<file path="src/rtl/cmprs_tree_acc.sv">
// Pipelined 4-to-2 compressor tree that reduces NUM_OPS operands per beat to a
// carry-save pair and accumulates that pair across a packet.
module cmprs_tree_acc #(
  parameter int WIDTH   = 16,
  parameter int NUM_OPS = 8,
  parameter int OUT_W   = 24,
  parameter int SIGNED  = 0,
  parameter int CNT_W   = 8
) (
  input  logic                       clk,
  input  logic                       rst_n,
  input  logic                       in_valid,
  output logic                       in_ready,
  input  logic [NUM_OPS*WIDTH-1:0]   in_ops,
  input  logic                       in_first,
  input  logic                       in_last,
  output logic                       out_valid,
  input  logic                       out_ready,
  output logic [OUT_W-1:0]           out_sum,
  output logic [OUT_W-1:0]           out_carry,
  output logic [CNT_W-1:0]           out_cnt
);

  localparam int LVLS = $clog2(NUM_OPS) - 1;

  if (!(NUM_OPS == 4 || NUM_OPS == 8 || NUM_OPS == 16)) begin : g_bad_num_ops
    $error("cmprs_tree_acc: NUM_OPS must be 4, 8 or 16");
  end
  if (OUT_W < WIDTH + $clog2(NUM_OPS)) begin : g_bad_out_w
    $error("cmprs_tree_acc: OUT_W too narrow for WIDTH and NUM_OPS");
  end

  // One row of 4-to-2 cells; returns {carry, sum}. Top-bit carries fall off (mod 2^OUT_W).
  function automatic logic [2*OUT_W-1:0] csa42(input logic [OUT_W-1:0] a, b, c, d);
    logic [OUT_W-1:0] s;
    logic [OUT_W-1:0] cr;
    logic             t, ca, ca_prev, cb_prev;
    s       = '0;
    cr      = '0;
    ca_prev = 1'b0;
    cb_prev = 1'b0;
    for (int i = 0; i < OUT_W; i++) begin
      t       = a[i] ^ b[i] ^ c[i];
      ca      = (a[i] & b[i]) | (a[i] & c[i]) | (b[i] & c[i]);
      s[i]    = t ^ d[i] ^ ca_prev;
      cr[i]   = cb_prev;
      cb_prev = (t & d[i]) | (t & ca_prev) | (d[i] & ca_prev);
      ca_prev = ca;
    end
    return {cr, s};
  endfunction

  // Handshake: a beat transfers when in_valid && in_ready, a result when
  // out_valid && out_ready; a held result freezes the whole pipe and drops in_ready.
  logic stall;
  assign stall    = out_valid && !out_ready;
  assign in_ready = !stall;

  logic [NUM_OPS*WIDTH-1:0]       in_q;
  logic [LVLS:0]                  v_q, f_q, l_q;
  logic [NUM_OPS*OUT_W-1:0]       ext_w;
  logic [(NUM_OPS-2)*OUT_W-1:0]   lvl_q, lvl_d;
  logic [(2*NUM_OPS-2)*OUT_W-1:0] all_w;
  logic [OUT_W-1:0]               t_s, t_c, acc_s, acc_c;
  logic [2*OUT_W-1:0]             acc_d;
  logic [CNT_W-1:0]               acc_cnt;

  always_comb begin
    ext_w = '0;
    for (int k = 0; k < NUM_OPS; k++) begin
      if (SIGNED != 0) ext_w[k*OUT_W +: OUT_W] = OUT_W'($signed(in_q[k*WIDTH +: WIDTH]));
      else             ext_w[k*OUT_W +: OUT_W] = OUT_W'(in_q[k*WIDTH +: WIDTH]);
    end
  end

  // Word-indexed view of every level: extended operands first, then each
  // registered level in order; level g starts at word 2*NUM_OPS - 2*(NUM_OPS>>g).
  assign all_w = {lvl_q, ext_w};
  assign t_s   = all_w[(2*NUM_OPS-4)*OUT_W +: OUT_W];
  assign t_c   = all_w[(2*NUM_OPS-3)*OUT_W +: OUT_W];

  always_comb begin
    int ib;
    int ob;
    logic [2*OUT_W-1:0] quad;
    ib    = 0;
    ob    = 0;
    quad  = '0;
    lvl_d = '0;
    for (int g = 1; g <= LVLS; g++) begin
      for (int k = 0; k < (NUM_OPS >> (g + 1)); k++) begin
        ib   = 2*NUM_OPS - 2*(NUM_OPS >> (g - 1)) + 4*k;
        ob   = NUM_OPS - 2*(NUM_OPS >> g) + 2*k;
        quad = csa42(all_w[ib*OUT_W +: OUT_W],     all_w[(ib+1)*OUT_W +: OUT_W],
                     all_w[(ib+2)*OUT_W +: OUT_W], all_w[(ib+3)*OUT_W +: OUT_W]);
        lvl_d[ob*OUT_W +: 2*OUT_W] = quad;
      end
    end
  end

  always_ff @(posedge clk or negedge rst_n) begin
    if (!rst_n) begin
      in_q  <= '0;
      lvl_q <= '0;
      v_q   <= '0;
      f_q   <= '0;
      l_q   <= '0;
    end else if (!stall) begin
      in_q  <= in_ops;
      lvl_q <= lvl_d;
      v_q   <= {v_q[LVLS-1:0], in_valid};
      f_q   <= {f_q[LVLS-1:0], in_first};
      l_q   <= {l_q[LVLS-1:0], in_last};
    end
  end

  // A first beat folds onto a zero accumulator instead of the running pair.
  assign acc_d = csa42(f_q[LVLS] ? {OUT_W{1'b0}} : acc_s,
                       f_q[LVLS] ? {OUT_W{1'b0}} : acc_c, t_s, t_c);

  always_ff @(posedge clk or negedge rst_n) begin
    if (!rst_n) begin
      acc_s     <= '0;
      acc_c     <= '0;
      acc_cnt   <= '0;
      out_valid <= 1'b0;
    end else if (!stall) begin
      out_valid <= v_q[LVLS] && l_q[LVLS];
      if (v_q[LVLS]) begin
        acc_s <= acc_d[OUT_W-1:0];
        acc_c <= acc_d[2*OUT_W-1:OUT_W];
        if (f_q[LVLS])    acc_cnt <= CNT_W'(1);
        else if (!(&acc_cnt)) acc_cnt <= acc_cnt + CNT_W'(1);
      end
    end
  end

  assign out_sum   = acc_s;
  assign out_carry = acc_c;
  assign out_cnt   = acc_cnt;

endmodule

</file>
<file path="config.mk">
export PLATFORM = sky130hd
export DESIGN_NAME = cmprs_tree_acc
export DESIGN_NICKNAME = d
export VERILOG_FILES = /design/src/rtl/cmprs_tree_acc.sv
export SDC_FILE = /design/constraint.sdc
export NUM_CORES = 1
export LEC_CHECK = 0
export ABC_AREA = 1
export CAP_MARGIN = 20
export CORE_ASPECT_RATIO = 1.2
export CORE_MARGIN = 8
export CORE_UTILIZATION = 50
export CTS_CLUSTER_DIAMETER = 40
export CTS_CLUSTER_SIZE = 30
export DETAILED_ROUTE_END_ITERATION = 8
export DONT_BUFFER_PORTS = 1
export PLACE_DENSITY_LB_ADDON = 0.1
export SYNTH_ARGS = -nofsm -noshare
export SYNTH_HDL_FRONTEND = slang
export SYNTH_SLANG_ARGS = --single-unit
</file>
<file path="constraint.sdc">
create_clock -name clk -period 4.34 [get_ports clk]
set_input_delay 0.434 -clock clk [delete_from_list [all_inputs] [get_ports clk]]
set_output_delay 0.434 -clock clk [all_outputs]
set_load 0.01 [all_outputs]
</file>
==> flow_metrics.tcl <==
set metrics [dict create \
    status "complete, but fails checks" \
    failed_checks "negative hold slack" \
    cts_max_level 2 \
    synth-edff-count 0 \
    synth_seq_area_share_pct 51.3 \
    numPortBuffers 0 \
    fin_ws_ns 1.92 \
    nets 1726 \
    cts_tree "built" \
    maxCapViolCount 0 \
    p_leak_nw 7.99 \
    clockBufferDepth 3 \
    slowest_delay_ns 0.74 \
    grt_remaining_overflow 0 \
    hpwl_um 21100 \
    rsz0062_at_grt "no" \
    syn2layout_area_growth_pct 11.0 \
    reg2reg_slack_ns 1.92 \
    synthesis.area_sq_um 14300 \
    drt_iter0_drc 689 \
    whs_ns -0.366 \
    slew_headroom_pct 35.6 \
    postCtsSetupBuffers 0 \
    finalSetupTns_ns 0 \
    finalCritPeriodShare_pct 55.7 \
    post-place-ws_ns 1.90 \
    clk_latency_ns 0.52 \
    placed_area_sq_um 14300 \
    crit_top_cell "fa_1" \
    slowest_stage "dfrtp_1" \
    period_needed_ns 2.42 \
    synth_area_leaders "dfrtp_1, nand2_1, fa_1" \
    max_freq_ghz 0.413 \
    grt_max_degree 293 \
    slew_violations 0 \
    antenna_found_initial 0 \
    first_pass_iters 4 \
    die_h_um 201 \
    worst_slew_pin_slew_ns 0.966 \
    ys.flop_type "dfrtp_1" \
    yosysWarnings 0 \
    routed_wl_um 30600 \
    finalHoldViolations 292 \
    first_global_vias 9790 \
    crit_path_cell_trace "buf_4 > nor2_1 > fa_1 > fa_1 > nand2_1 > o21ai_0" \
    die_x_um 170 \
    design_area_sq_um 15800 \
    grt_usage_pct 18.6 \
    finalSetupViolCount 0 \
    nFillCells 2604 \
    synth_cells 1469 \
    critPathKind "reg -> reg" \
    path_clk_slew_ns 0.05 \
    synth-seq-cells 292 \
    arrival_ns 2.77 \
    drive_above_1_share_pct 5.60 \
    worst-path-buf-inv 1 \
    total_power_mw 12.9 \
    die_area_sq_um 34200 \
    synth_most_common_cell "nand2_1" \
    ios 192 \
    vdd_drop_max_v 0.000416 \
    via_per_inst 4.84 \
    worstReg2RegStart "f_q[2]" \
    critPathCaptureType "flop" \
    r2r_cells 6 \
    cts_made_buffers 40 \
    rr_endpoint "out_sum[7]" \
    drc 0 \
    synth_common_cells "nand2_1, dfrtp_1, fa_1" \
    clock_sinks 292 \
    crit_fanout 21 \
    num_rows 67 \
    cp_top_family "adder cells" \
    antenna_left 0 \
    ctsResizeCount 0 \
    synth.avg_cell_area_sq_um 9.70 \
    initial_core_util_pct 50.9 \
    worst_ep_required_time_ns 4.69 \
    wl_per_cell_um 16.4 \
    finClkSkew_ns 0.0202 \
    vias 9008 \
    yosys.area.top_type "dfrtp_1" \
    place.gp.congestion 0.782 \
    core-area_sq_um 28000 \
    setup.worst_path.start_class "flop" \
    cts_root_buffer "clkbuf_16" \
    ys_types 22 \
    yosys.area.top_type_share_pct 51.3 \
    grt_pass1_wl_um 50800 \
    p_per_area_nw_per_um2 814 \
    async_flop_share_pct 100 \
    hp-class "in -> async" \
    antenna_cells 0 \
]
-- per-stage QoR --
| step | instances | util (%) |
|---|---|---|
| 3_5_place_dp | 1785 | 51.2 |
| 4_1_cts | 1859 | 56.4 |
| 2_1_floorplan | 1470 | - |
| 6_report | 1860 | 56.5 |
| 3_3_place_gp | 1785 | 51.2 |
| 5_1_grt | 1860 | 56.5 |
-- routing by layer --
layer	routed length, um	GRT usage (%)	up-vias
met2	14400	29.6	186
met5	0	0	-
met3	1920	4.76	39
met1	13600	24.9	4367
li1	-	-	4416
met4	586	4.86	0
-- final cells by class --
class	instances	area, sq um	share of cell area, %
clock inverters	22	284	1.80
repair buffers	6	77.6	0.490
multi-input cells	1036	6240	39.4
well taps	379	474	3.00
flip-flops and latches	292	7310	46.2
clock buffers	52	1160	7.32
inverters	73	282	1.78
-- sequential cells by signal, indices dropped and copies added (netlist names) --
register and flops:
out_cnt 8, out_sum 24, f_q 3, l_q 3
lvl_q 100, v_q 3, in_q 128, out_carry 22
out_valid 1
-- worst max path at each step --
stage | slack (ns) | startpoint | end | cells after the start
6_report | 1.92 | f_q[2] | out_sum[7] | 6
3_3_place_gp | 1.98 | f_q[2] | out_sum[7] | 6
3_5_place_dp | 1.90 | f_q[2] | out_sum[7] | 6
5_1_grt | 1.68 | f_q[2] | out_sum[7] | 6
4_1_cts | 1.80 | out_valid | in_ready | 3
2_1_floorplan | 2.32 | f_q[2] | out_sum[4] | 7
-- cell families (layout without fill, tap and decap cells) --
logic type | after synthesis | after routing | share of synthesized area (%)
buf+inv | 142 | 153 | 5.00
fa+ha+maj | 143 | 143 | 19.2
flops | 292 | 292 | 51.3
compound gates | 71 | 71 | 2.51
other cells | 1 | 2 | 0.0263
simple gates | 820 | 820 | 22.0
-- power breakdown --
part,internal (mW),switching (mW)
clock network,2.20,1.25
logic,1.96,2.75
registers,3.77,0.953
total,7.93,4.95
-- cell usage in the layout (no fill, tap or decap), drive strengths merged --
master	count
nand2	752
dfrtp	292
fa	126
inv	78
o21ai	70
nor2	56
clkbuf	52
ha	17
nand3	9
clkinvlp	8
buf	6
bufinv	5
clkinv	4
nand4	2
conb	2
nor3	1
a21o	1
(Power assumes the default switching activity.)
